### src/rtl/pp_arb_pkg.sv
// Shared types and constants for the ping-pong write-port arbiter.
// Imported by the arbiter top and its beat counter.
package pp_arb_pkg;

   typedef enum logic {
      ST_IDLE  = 1'b0,
      ST_BURST = 1'b1
   } arb_state_t;

   localparam logic OWN_S0 = 1'b0;
   localparam logic OWN_S1 = 1'b1;

   // Bits needed to count 0 .. v-1; v is a power of two >= 2.
   function automatic int clog2(input int v);
      int r;
      r = 0;
      for (int i = 0; i < 31; i++) begin
         if ((1 << i) < v) r = i + 1;
      end
      return r;
   endfunction

endpackage

### src/rtl/pp_burst_counter.sv
// Beat counter for one burst, with a flag marking the final beat of the bank.
// Wraps naturally at BURST_LEN because BURST_LEN is a power of two.
module pp_burst_counter
   import pp_arb_pkg::*;
#(
   parameter int BURST_LEN = 64,
   localparam int BEAT_W = clog2(BURST_LEN)
) (
   input  logic              clk,
   input  logic              rst_n,
   input  logic              inc,
   input  logic              clr,
   output logic [BEAT_W-1:0] cnt,
   output logic              last
);

   logic [BEAT_W-1:0] cnt_reg;

   always_ff @(posedge clk or negedge rst_n) begin
      if (!rst_n) begin
         cnt_reg <= '0;
      end else if (clr) begin
         cnt_reg <= '0;
      end else if (inc) begin
         cnt_reg <= cnt_reg + BEAT_W'(1);
      end
   end

   assign cnt  = cnt_reg;
   assign last = (cnt_reg == BEAT_W'(BURST_LEN - 1));

endmodule

### src/rtl/pp_wr_arbiter.sv
// Burst-granular round-robin arbiter sharing the ping-pong buffer write port
// between two sources; each grant lasts exactly one bank (BURST_LEN beats).
module pp_wr_arbiter
   import pp_arb_pkg::*;
#(
   parameter int DATA_W    = 64,
   parameter int BURST_LEN = 64,
   parameter int CNT_W     = 16
) (
   input  logic              sys_clk,
   input  logic              sys_rst_n,
   input  logic              arb_en,
   input  logic              s0_req,
   input  logic              s0_valid,
   input  logic [DATA_W-1:0] s0_data,
   output logic              s0_ready,
   output logic              s0_grant,
   input  logic              s1_req,
   input  logic              s1_valid,
   input  logic [DATA_W-1:0] s1_data,
   output logic              s1_ready,
   output logic              s1_grant,
   output logic              m_valid,
   output logic [DATA_W-1:0] m_data,
   input  logic              m_ready,
   output logic              burst_done,
   output logic [CNT_W-1:0]  s0_burst_cnt,
   output logic [CNT_W-1:0]  s1_burst_cnt
);

   localparam int BEAT_W = clog2(BURST_LEN);

   arb_state_t        state_reg, state_next;
   logic              owner_reg, owner_next;
   logic              last_owner_reg, last_owner_next;

   logic [1:0]        req_vec;
   logic [1:0]        valid_vec;
   logic [1:0]        ready_vec;
   logic [1:0]        grant_vec;
   logic [DATA_W-1:0] data_arr [2];
   logic [CNT_W-1:0]  burst_cnt_arr [2];

   logic              in_burst;
   logic              handshake;
   logic              last_beat;
   logic              burst_exit;
   logic [BEAT_W-1:0] beat_cnt;

   assign req_vec     = {s1_req, s0_req};
   assign valid_vec   = {s1_valid, s0_valid};
   assign data_arr[0] = s0_data;
   assign data_arr[1] = s1_data;

   assign in_burst   = (state_reg == ST_BURST);
   assign m_valid    = in_burst & valid_vec[owner_reg];
   assign m_data     = in_burst ? data_arr[owner_reg] : '0;
   assign handshake  = m_valid & m_ready;
   assign burst_exit = handshake & last_beat;
   assign burst_done = burst_exit;

   // Counter held at zero outside a burst so an abandoned count can never leak.
   pp_burst_counter #(
      .BURST_LEN (BURST_LEN)
   ) u_beat_counter (
      .clk   (sys_clk),
      .rst_n (sys_rst_n),
      .inc   (handshake),
      .clr   (~in_burst),
      .cnt   (beat_cnt),
      .last  (last_beat)
   );

   always_ff @(posedge sys_clk or negedge sys_rst_n) begin
      if (!sys_rst_n) begin
         state_reg      <= ST_IDLE;
         owner_reg      <= OWN_S0;
         last_owner_reg <= OWN_S1;
      end else begin
         state_reg      <= state_next;
         owner_reg      <= owner_next;
         last_owner_reg <= last_owner_next;
      end
   end

   always_comb begin
      state_next      = state_reg;
      owner_next      = owner_reg;
      last_owner_next = last_owner_reg;
      case (state_reg)
         ST_IDLE: begin
            if (arb_en && (|req_vec)) begin
               state_next = ST_BURST;
               // On a tie the source that did not own the last burst wins.
               if (&req_vec) begin
                  owner_next = ~last_owner_reg;
               end else begin
                  owner_next = req_vec[1] ? OWN_S1 : OWN_S0;
               end
            end
         end
         ST_BURST: begin
            if (burst_exit) begin
               state_next      = ST_IDLE;
               last_owner_next = owner_reg;
            end
         end
         default: state_next = ST_IDLE;
      endcase
   end

   genvar gi;
   generate
      for (gi = 0; gi < 2; gi++) begin : g_src
         logic [CNT_W-1:0] cnt_reg;

         assign grant_vec[gi] = in_burst & (owner_reg == 1'(gi));
         assign ready_vec[gi] = grant_vec[gi] & m_ready;

         always_ff @(posedge sys_clk or negedge sys_rst_n) begin
            if (!sys_rst_n) begin
               cnt_reg <= '0;
            end else if (burst_exit && (owner_reg == 1'(gi))) begin
               cnt_reg <= cnt_reg + CNT_W'(1);
            end
         end

         assign burst_cnt_arr[gi] = cnt_reg;
      end
   endgenerate

   assign s0_grant     = grant_vec[0];
   assign s1_grant     = grant_vec[1];
   assign s0_ready     = ready_vec[0];
   assign s1_ready     = ready_vec[1];
   assign s0_burst_cnt = burst_cnt_arr[0];
   assign s1_burst_cnt = burst_cnt_arr[1];

   // Beats are only ever counted while a burst is in flight.
   assert property (@(posedge sys_clk) disable iff (!sys_rst_n)
                    !in_burst |-> (beat_cnt == '0));

endmodule

### config.mk
export PLATFORM = sky130hd
export DESIGN_NAME = pp_wr_arbiter
export DESIGN_NICKNAME = d
export VERILOG_FILES = /design/src/rtl/pp_arb_pkg.sv /design/src/rtl/pp_burst_counter.sv /design/src/rtl/pp_wr_arbiter.sv
export SDC_FILE = /design/constraint.sdc
export NUM_CORES = 1
export LEC_CHECK = 0
export ABC_CLOCK_PERIOD_IN_PS = 4400
export BUFFER_PORTS_ARGS = -buffer_cell sky130_fd_sc_hd__buf_2
export CAP_MARGIN = 20
export CORE_AREA = 2 2 93 95
export CTS_BUF_LIST = sky130_fd_sc_hd__clkbuf_4 sky130_fd_sc_hd__clkbuf_8 sky130_fd_sc_hd__clkbuf_16
export CTS_CLUSTER_DIAMETER = 40
export CTS_CLUSTER_SIZE = 14
export DETAILED_ROUTE_END_ITERATION = 8
export DIE_AREA = 0 0 95 97
export GPL_TIMING_DRIVEN = 1
export PLACE_DENSITY = 0.86
export SKIP_CTS_REPAIR_TIMING = 1
export SYNTH_ARGS = -nofsm -noshare
export SYNTH_HDL_FRONTEND = slang
export SYNTH_SLANG_ARGS = --single-unit
### constraint.sdc
create_clock -name sys_clk -period 4.4 [get_ports sys_clk]
set_clock_uncertainty 0.1 [all_clocks]
set_input_delay 0.66 -clock sys_clk [delete_from_list [all_inputs] [get_ports sys_clk]]
set_output_delay 0.66 -clock sys_clk [all_outputs]
set_load 0.01 [all_outputs]
==> results of run 1 <==
## cell type report
class,count,area [um2]
Multi-Input combinational cell,257,1990
Fill cell,737,3660
Antenna cell,2,5.00
Sequential cell,41,1030
Timing Repair Buffer,239,1200
Clock buffer,5,68.8
Tap cell,105,131
Inverter,2,7.51
Clock inverter,2,35.0
## cell families (layout without fill, tap and decap cells)
logic type               Yosys count  after routing  share of synthesized area (%)
AO/OA/AOI/OAI                      4              4                          0.794
XOR/XNOR                          33             33                           9.17
adder cells (fa/ha/maj)            3              3                           1.19
buffers and inverters             24            248                           4.13
flip-flops                        41             41                           32.6
multiplexers                      70             70                           22.6
other                              0              2                              0
AND/OR/NAND/NOR                  147            147                           29.5
## critical path: cells and delay by family, from the launching register on
family	cells	cell delay, ns
muxes	1	0.30
DFF	1	0.64
buffers and inverters	2	0.86
and+or+nand+nor	1	0.06
## through the flow
step	instance area, um2	power, W	util, %	setup slack [ns]
floorplan	3150	0.000971	-	2.39
global placement	4370	0.00123	53.7	1.85
detailed placement	4370	0.00125	53.7	1.74
CTS	4470	0.00154	54.9	1.42
global route	4470	0.00163	55.0	1.28
finish	4470	0.00153	55.0	1.41
## routing by layer
metal  share of wire [%]  vias up  track usage [%]
met1                  41     1496             25.0
met3                 5.9       15             5.14
met2                  51      125             37.3
met5                   0        -                0
li1                    -     1552                -
met4                 1.5        0             4.68
## cell usage in the layout (no fill, tap or decap), types with 2 or more instances in the layout
cell      netlist  final
and2_1          7      7
and3_1         11     11
and4_1          4      4
buf_2           8    237
buf_4           1      2
clkbuf_8        0      5
dfrtp_1        40     38
diode_2         0      2
ha_1            3      3
mux2_4          2      2
mux2i_1        67     67
nand2_1        16     16
nand3_1        12     12
nand4_1        12     12
nor2_1          6      6
nor2b_1        67     67
nor3_2          2      2
nor3b_2         3      3
o21ai_0         3      3
xnor2_1        25     25
xor2_1          8      8
## power by group through the flow
stage	clock, W	combinational, W	sequential (W)
finish	0.000289	0.000794	0.000447
global route	0.000312	0.000865	0.000453
CTS	0.000295	0.000800	0.000446
detailed placement	0	0.000795	0.000453
global placement	0	0.000775	0.000450
floorplan	0	0.000555	0.000416
## how the worst min path moves through the flow
stage | endpoint | slack (ns) | depth (start not counted)
6_report | last_owner_reg | 0.37 | 2
5_1_grt | last_owner_reg | 0.38 | 2
3_3_place_gp | last_owner_reg | 0.35 | 2
3_5_place_dp | last_owner_reg | 0.35 | 2
4_1_cts | last_owner_reg | 0.37 | 2
2_1_floorplan | in_burst | 0.26 | 0
==> results.md, run 1 <==
- Vias per inst: between 4 and 5
- Number of remaining DRC errors: 0
- Worst path arrival time: roughly 2.2 ns
- Crit-path cells: buf_4 > mux2i_1 > nor2b_1 > buf_2
- R2R depth: 5
- Ys Warns: 0
- Routed WL: roughly 10000 um
- Final Hold Fails: 0
- Post-Syn Nets: 461
- Gr ovfl total: 0
- RSZ-0062 raised after global routing: false
- Synth Flop Type: dfrtp_1
- Port Buf Inserts: roughly 240
- Int Pwr: between 0.0009 and 0.001 W
- Post-Syn Instances: 322
- RR Endpoint: s1_burst_cnt[12]
- WP data required: 3.64 ns
- Worst hold slack: 0.368 ns
- Sw Pwr: 0.000574 W
- Clock share of power: between 10% and 20%
- Commonest cells post-synth: mux2i_1, nor2b_1, dfrtp_1
- Final Cycle Share: between 60% and 70%
- Area grow syn2layout: 42.0%
- Outcome: completed
- Initial antenna violation count: 1
- Yosys reg bits: 41
- Logic gate share of total power: 51.9%
- Drt initial violations: 86
- DR pass1 iterations: 4
- Final min period: roughly 3.0 ns
- Reg2reg setup slack: 2.21 ns
- Worst slew pin tran: around 0.90 ns
- Fin nets: 685
- CP Class: reg -> out
- Post-synthesis async set-or-reset flop share: 100%
- Post-Layout Cell Count: approximately 650
- Setup violators final: 0
- Placeable Area: 8130 um2
- Post-synth cell types: 34
- Achievable Freq: ~0.33 GHz
- Cts bufs inserted: 5
- Level count of the clock H-tree: 2
- Largest stage delay, worst path: 0.72 ns
- Area of the mapped netlist: 3150 um2
- Flop pwr share: 29.2%
- Routed via count: 3,188
- FP Rows: 33
- Largest net degree at the start of global routing: 79
- ANT nets after route: 0
- Die width: 95 um
- Power Density: around 340 nW/um2
- Sum of negative setup slack: 0 ns
- Vias in the first global route: 3,254
- Peak VDD IR: roughly 0.24 mV
- Max-cap viol count: 0
- Hold_sp: last_owner_reg
- Share of cells above drive strength 1: 47.8%
- Critical Path Fanout Max: 53
- Max_slew headroom: 40.2%
- Nature of the critical path endpoint: output pin
- Slowest-stage cell, CP: buf_4
- EDFF count, synth: 0
- First-pass GRT wire length: roughly 16,000 um
- Critical Path Sink: m_data[1]
- Io pins: 238
- CP Launch Point: owner_reg
- Final RePlAce weighted congestion: 0.861
- Worst-path clk slew: around 0.070 ns
- Switching part of the total: 37.5%
- Initial Utilization: 38.7%
- Wirelength per Cell: 15.2 um
- Hold Path Class: reg -> reg
- Clk Latency, worst-skew pair: 0.29 ns
- Avg Cell Area, Syn: 9.78 um2
- CTS tree: built
- Die area: 9220 um2
- Post-DP HPWL: 8030 um
- Top cell type's share of synthesized area: 31.8%
- Placed cell count: 644
- Final-report max-slew violation count: 0
- Reg2reg start: in_burst
- Lkg Pwr: 2.45 nW
- CTS max path bufs: 2
- Worst setup SP type: register
- Root buf cell: clkbuf_8
- Die Ht: 97 um
- Ranking of synthesized cells by area: dfrtp_1, mux2i_1, nor2b_1
- Sequential share of the synthesized area: 32.6%
- Gr usage total: between 20% and 30%
- Synth area leader: dfrtp_1
- # clock sinks: 41
No activity file was read; power rests on OpenSTA's default activity.
==> run 2: changes to the inputs <==
- ABC_CLOCK_PERIOD_IN_PS: 4400 -> 2800
- CORE_AREA: 2 2 93 95 -> 2 2 91 93
- DIE_AREA: 0 0 95 97 -> 0 0 93 95
- PLACE_DENSITY: 0.86 -> 0.89
- clock period: 4.4 -> 2.8 ns (I/O delays scaled with it)
==> results.md, run 2 (same netlist as run 1, synthesis figures left out) <==
- CP Class: reg -> out
- Wirelength per Cell: 14.4 um
- Final-report max-slew violation count: 0
- CTS tree: built
- Worst setup SP type: register
- Outcome: completed
- Area grow syn2layout: 42.2%
- Worst slew pin tran: 0.664 ns
- Number of remaining DRC errors: 0
- Fin nets: a little under 700
- Final setup margin: 0.325 ns
- Layout fillers: 730
- Worst hold slack: approximately 0.054 ns
- Lkg Pwr: 2.46 nW
- Commonest non-fill, non-tap cell in the layout: buf_2
- Critical Path Fanout Max: 42
- DR pass1 iterations: 4
- Post-DP HPWL: 7640 um
- Routed via count: 3,203
- Die width: 93 um
- Die Ht: 95 um
- Clock share of power: 16.2%
- Diodes inserted: 0
- Nature of the critical path endpoint: output pin
- First-pass GRT wire length: 14,000 um
- Placeable Area: 7930 um2
- Gr usage total: 19.8%
- Switching part of the total: 39.1%
- WP data required: approximately 2.3 ns
- CTS max path bufs: 2
- Initial Utilization: 39.7%
- Routed WL: 9410 um
- # clock sinks: 41
- Port Buf Inserts: 237
- Cts bufs inserted: 5
- Die area: 8840 um2
- Initial antenna violation count: 0
- DP Worst Slack: 0.607 ns
- Final RePlAce weighted congestion: 0.796
- Drt initial violations: between 100 and 150
- Logic gate share of total power: between 50% and 60%
- Power Density: 523 nW/um2
- Flop pwr share: between 20 and 30%
- Max-cap viol count: 0
- Setup violators final: 0
- RSZ-0062 raised after global routing: false
- Vias in the first global route: ~2,900
- Gr ovfl total: 0
- ANT nets after route: 0
- Share of cells above drive strength 1: about half
- Sw Pwr: 0.000915 W
- Sum of negative setup slack: 0 ns
- Max_slew headroom: 55.7%
- Placed cell count: 646
- Final Hold Fails: 0
- Root buf cell: clkbuf_8
- R2R depth: 5
- Post-Layout Cell Count: 654
- Peak VDD IR: 0.359 mV
- Io pins: 238
- Core Util, Final: a little under three fifths
- Int Pwr: between 0.001 and 0.0015 W
- Final min period: 2.47 ns
- Final Cycle Share: about nine tenths
- Commonest cells after routing, fill and taps aside: buf_2, mux2i_1, nor2b_1
- Vias per inst: 4.90
- FP Rows: 33
- Hold Path Class: in -> async
- Worst path arrival time: 1.95 ns
- Level count of the clock H-tree: 2
- Clk Latency, worst-skew pair: 0.29 ns
- Largest net degree at the start of global routing: 49
- Achievable Freq: 0.404 GHz
- Worst-path clk slew: approximately 0.080 ns
run 2: area by class of cell:
| type | count | area, um2 | share of cell area [%] |
|---|---|---|---|
| tap | 105 | 131 | 2.93 |
| sequential | 41 | 1030 | 23.0 |
| clock buffer | 5 | 68.8 | 1.54 |
| multi-input combinational | 257 | 1990 | 44.5 |
| clock inverter | 3 | 17.5 | 0.391 |
| inverter | 2 | 7.51 | 0.168 |
| timing repair buffer | 241 | 1230 | 27.4 |
run 2: final timing paths:
path                           startpoint                to  slack [ns]
setup / recovery                 in_burst        burst_done        0.33
hold / removal                  sys_rst_n  s0_burst_cnt[11]        0.05
setup reg to reg                 in_burst   s1_burst_cnt[1]        0.61
hold reg to reg            last_owner_reg    last_owner_reg        0.37
max in group asynchronous       sys_rst_n   s1_burst_cnt[5]        1.93
min in group sys_clk               s1_req         owner_reg        0.29
run 2: layer usage:
layer	part of all wire (%)	track usage, %
met5	0	0
met4	1.2	4.53
met3	5.4	3.35
met2	51	32.7
met1	42	27.2
run 2: worst max-delay path, cell delays in order (launching register included):
cell and delay, ns:
dfrtp_2 0.70, and2_1 0.29, nand4_4 0.24, inv_2 0.26
buf_2 0.17
run 2: through the flow:
step	total power, W	cell area [um2]
after floorplan	0.00153	3150
after global placement	0.00195	4390
after detailed placement	0.00197	4390
after CTS	0.00236	4480
after global routing	0.00250	4480
final	0.00234	4480
run 2: power groups by stage:
stage          logic [W]  clock network [W]  registers, W
3_5_place_dp     0.00127                  0      0.000701
5_1_grt          0.00138           0.000420      0.000700
4_1_cts          0.00128           0.000386      0.000690
3_3_place_gp     0.00125                  0      0.000698
2_1_floorplan   0.000872                  0      0.000654
6_report         0.00127           0.000379      0.000691
